### src/rtl/delay_monitor.sv
// Receive-side watchdog for the periodic delay pulse: measures the spacing between
// consecutive single-cycle pulses on sig and reports good/early/late, lock and error count.
module delay_monitor #(
  parameter int N        = 22500,
  parameter int CBITS    = 15,
  parameter int TOL      = 4,
  parameter int LOCK_CNT = 4
) (
  input  logic       clk,
  input  logic       rst,
  input  logic       sig,
  output logic       pulse_ok,
  output logic       err_early,
  output logic       err_late,
  output logic       locked,
  output logic [7:0] err_cnt
);

  // gap holds spacing-1, so the window edges are expressed one below the spacing bounds
  localparam logic [CBITS-1:0] GAP_MIN  = CBITS'(N - TOL);
  localparam logic [CBITS-1:0] GAP_MAX  = CBITS'(N + TOL);
  localparam int               GBITS    = $clog2(LOCK_CNT + 1);
  localparam logic [GBITS-1:0] GOOD_MAX = GBITS'(LOCK_CNT);

  typedef enum logic {
    HUNT  = 1'b0,
    TRACK = 1'b1
  } state_t;

  state_t             state_r, state_s;
  logic [CBITS-1:0]   gap_r, gap_s;
  logic [GBITS-1:0]   good_r, good_s;
  logic               pulse_ok_s, err_early_s, err_late_s, locked_s;
  logic [7:0]         err_cnt_s;

  // Next-state, gap/good bookkeeping and next values of every registered output
  always_comb begin
    state_s     = state_r;
    gap_s       = gap_r;
    good_s      = good_r;
    pulse_ok_s  = 1'b0;
    err_early_s = 1'b0;
    err_late_s  = 1'b0;
    locked_s    = locked;
    err_cnt_s   = err_cnt;

    case (state_r)
      HUNT: begin
        gap_s    = '0;
        locked_s = 1'b0;
        if (sig) begin
          state_s = TRACK;
        end else begin
          state_s = HUNT;
        end
      end

      TRACK: begin
        if (sig) begin
          gap_s = '0;
          if (gap_r < GAP_MIN) begin
            // early pulse becomes the new reference
            err_early_s = 1'b1;
            good_s      = '0;
            locked_s    = 1'b0;
          end else begin
            pulse_ok_s = 1'b1;
            if (good_r < GOOD_MAX) begin
              good_s = good_r + GBITS'(1);
            end else begin
              good_s = good_r;
            end
            locked_s = (good_s == GOOD_MAX);
          end
        end else if (gap_r >= GAP_MAX) begin
          err_late_s = 1'b1;
          good_s     = '0;
          locked_s   = 1'b0;
          gap_s      = '0;
          state_s    = HUNT;
        end else begin
          gap_s = gap_r + CBITS'(1);
        end
      end

      default: begin
        state_s  = HUNT;
        gap_s    = '0;
        good_s   = '0;
        locked_s = 1'b0;
      end
    endcase

    if ((err_early_s || err_late_s) && (err_cnt != 8'hFF)) begin
      err_cnt_s = err_cnt + 8'd1;
    end else begin
      err_cnt_s = err_cnt;
    end
  end

  // State, counters and all outputs are registered
  always_ff @(posedge clk or posedge rst) begin
    if (rst) begin
      state_r   <= HUNT;
      gap_r     <= '0;
      good_r    <= '0;
      pulse_ok  <= 1'b0;
      err_early <= 1'b0;
      err_late  <= 1'b0;
      locked    <= 1'b0;
      err_cnt   <= 8'd0;
    end else begin
      state_r   <= state_s;
      gap_r     <= gap_s;
      good_r    <= good_s;
      pulse_ok  <= pulse_ok_s;
      err_early <= err_early_s;
      err_late  <= err_late_s;
      locked    <= locked_s;
      err_cnt   <= err_cnt_s;
    end
  end

endmodule

### config.mk
export PLATFORM = sky130hd
export DESIGN_NAME = delay_monitor
export DESIGN_NICKNAME = d
export VERILOG_FILES = /design/src/rtl/delay_monitor.sv
export SDC_FILE = /design/constraint.sdc
export NUM_CORES = 1
export LEC_CHECK = 0
export CORE_ASPECT_RATIO = 0.7
export CORE_MARGIN = 5
export CORE_UTILIZATION = 50
export CTS_CLUSTER_DIAMETER = 150
export DETAILED_ROUTE_END_ITERATION = 7
export PLACE_DENSITY = 0.83
export SYNTH_ARGS = -nofsm -noshare
export SYNTH_HDL_FRONTEND = slang
export SYNTH_SLANG_ARGS = --single-unit
### constraint.sdc
create_clock -name clk -period 1.9 [get_ports clk]
set_input_delay 0.475 -clock clk [delete_from_list [all_inputs] [get_ports clk]]
set_output_delay 0.475 -clock clk [all_outputs]
set_load 0.005 [all_outputs]
==> qor.yml <==
cp-end-kind: "register"
wire_per_inst_um: 14.2
vias: 1171
internal-power_uw: 1200
rsz0062_at_grt: "yes"
synth.distinct_cells: 37
min_path_type: "reg2reg"
layout.nets: 193
die_w_um: 76.0
crit_chain: "and4_4 -> nand2_2 -> o41a_1 -> a221o_1 -> mux2_4"
powerDensity_mw_per_mm2: 837
cts_hold_buf: 0
status: "completed"
start_kind: "register"
ios: 15
p_leak_uw: 0.000947
fin_crit_ps: 1870
post-route-period-util_pct: 98.5
maxSlewViolCount: 0
final-hold-violation-count: 0
core_sq_mm: 0.00286
via_per_inst: 5.30
p_comb_share_pct: 22.4
dp_hpwl_um: 2270
max_freq_ghz: 0.534
grt_overflow_total: 0
power.total_uw: 1680
setup_viol: 0
critPathMaxStageDelay_ps: 410
cts_sinks: 31
tightest_slew_ps: 388
start_util_pct: 53.2
synth_top_area_cell: "dfrtp_1"
drive_gt1_share_pct: 23.2
synth_cells: 146
antenna_cells: 0
grt_antenna_before_repair: 0
grt_pass1_wl_um: 5290
finalWorstSetupSlack_ps: 29.1
cts_tree: "yes"
clock_latency_ps: 280
max-slew-margin-rel_pct: 74.1
cts-root-buf: "clkbuf_8"
skew_ps: 3.73
max-clock-path-buffers: 2
syn_nets: 153
synth-seq-cells: 31
synth_area_per_cell_sq_um: 10.4
cp_slowest_cell: "o41a_1"
clockPowerShare_pct: 27.6
cp_max_fo: 3
power_frac_seq_pct: 50.0
htreeDepth: 2
vdd_ir_drop_max_mv: 0.570
critPathArrivalTime_ps: 2030
rows: 16
yosysSeqAreaShare_pct: 50.9
switching_share_pct: 28.2
fp.dieH_um: 56.2
synth_area_sq_mm: 0.00152
ys_top_cells_by_area: "dfrtp_1, xor2_1, nor2_1"
drc: 0
power.net_switching_uw: 472
grt_max_degree: 32
dieArea_sq_mm: 0.00427
drt_pass1_iterations: 4
worstPathRequired_ps: 2060
path_buf_inv: 0
final_common_cell: "dfrtp_1"
first_global_vias: 1171
grt_usage_pct: 15.9
post-place-ws_ps: -382
io_buffers: 14
syn_to_final_growth_pct: 31.5
clk_pin_slew_ps: 60
wl_um: 3140
cp_top_family: "compound AO/OA/AOI/OAI gates"
initialDrtViolationCount: 51
post-route-util_pct: 69.9
synth_top_area_share_pct: 50.9
cts-buffers-inserted: 5
postRouteAntennaNets: 0
critPathKind: "reg2reg"
hold_ws_ps: 477
drv_cap: 0
place.gp.congestion: 0.806
dpl_cell_area_sq_mm: 0.00183
yosys_warnings: 0
layout_common_cells: "dfrtp_1, nor2_1, buf_4"
fin_area_sq_mm: 0.00200
==> power groups by stage <==
stage | registers (uW) | logic [uW] | clock network [uW]
CTS | 838 | 371 | 476
detailed placement | 848 | 364 | 0
finish | 838 | 375 | 463
floorplan | 837 | 161 | 0
global placement | 842 | 347 | 0
global route | 853 | 402 | 510
==> stage by stage <==
| step | setup TNS, ps | cells |
|---|---|---|
| after floorplan | 0 | 146 |
| after global placement | -2040 | 212 |
| after detailed placement | -2550 | 212 |
| after CTS | 0 | 220 |
| after global routing | -19.0 | 221 |
| final | 0 | 221 |
==> layer usage <==
layer	part of all wire, %	track usage [%]	vias up
li1	-	-	577
met4	1.5	6.85	0
met3	4.0	5.34	4
met1	46	19.8	571
met5	0	0	-
met2	48	25.0	19
==> cells in the mapped netlist, drive strengths merged <==
master / count
nor3b: 1
nor2b: 2
and4: 4
nor3: 4
and3: 4
nand3: 7
nand2: 16
ha: 4
inv: 9
xnor2: 5
a21oi: 2
a22o: 1
a21o: 3
o41a: 1
nor4b: 1
nand2b: 2
o21ai: 2
nor2: 20
dfrtp: 31
nand4: 2
nor4bb: 1
xor2: 11
and2: 2
a211oi: 1
nor4: 2
buf: 1
a221o: 1
a221oi: 1
mux2: 5
==> area by class of cell <==
type,instances,area (sq um)
clock buffers,6,72.6
well taps,36,45.0
repair buffers,34,305
inverters,9,33.8
fillers,200,861
flip-flops and latches,31,776
multi-input cells,105,769
==> registers in the layout, indices dropped and copies added, names as in the netlist <==
signal	cells
err_cnt	8
err_late	1
pulse_ok	1
state_r	1
locked	1
good_r	3
err_early	1
gap_r	15
==> worst paths after layout <==
| kind | start | endpoint | slack [ps] | cells past startpoint |
|---|---|---|---|---|
| min in group asynchronous | rst | err_cnt[5] | 570 | 3 |
| hold reg to reg | gap_r[0] | gap_r[0] | 480 | 1 |
| setup reg to reg | gap_r[12] | good_r[0] | 30 | 5 |
| max in group asynchronous | rst | state_r | 1040 | 3 |
| hold / removal | gap_r[0] | gap_r[0] | 480 | 1 |
| setup / recovery | gap_r[12] | good_r[0] | 30 | 5 |
==> timing repair <==
action,4_1_cts,5_1_grt
resized for setup,4,5
pin swaps,1,4
setup endpoints to repair,7,8
buffers inserted,2,1
==> cells by family after synthesis <==
logic type	synth area share, %
and+or+nand+nor	23.8
DFF	50.9
xor gates and xnor gates	9.20
AOI/OAI and AO/OA	6.24
buffers and inverters	2.55
muxes	3.94
adders and majority gates	3.29
Power figures use the tool's default switching activity.
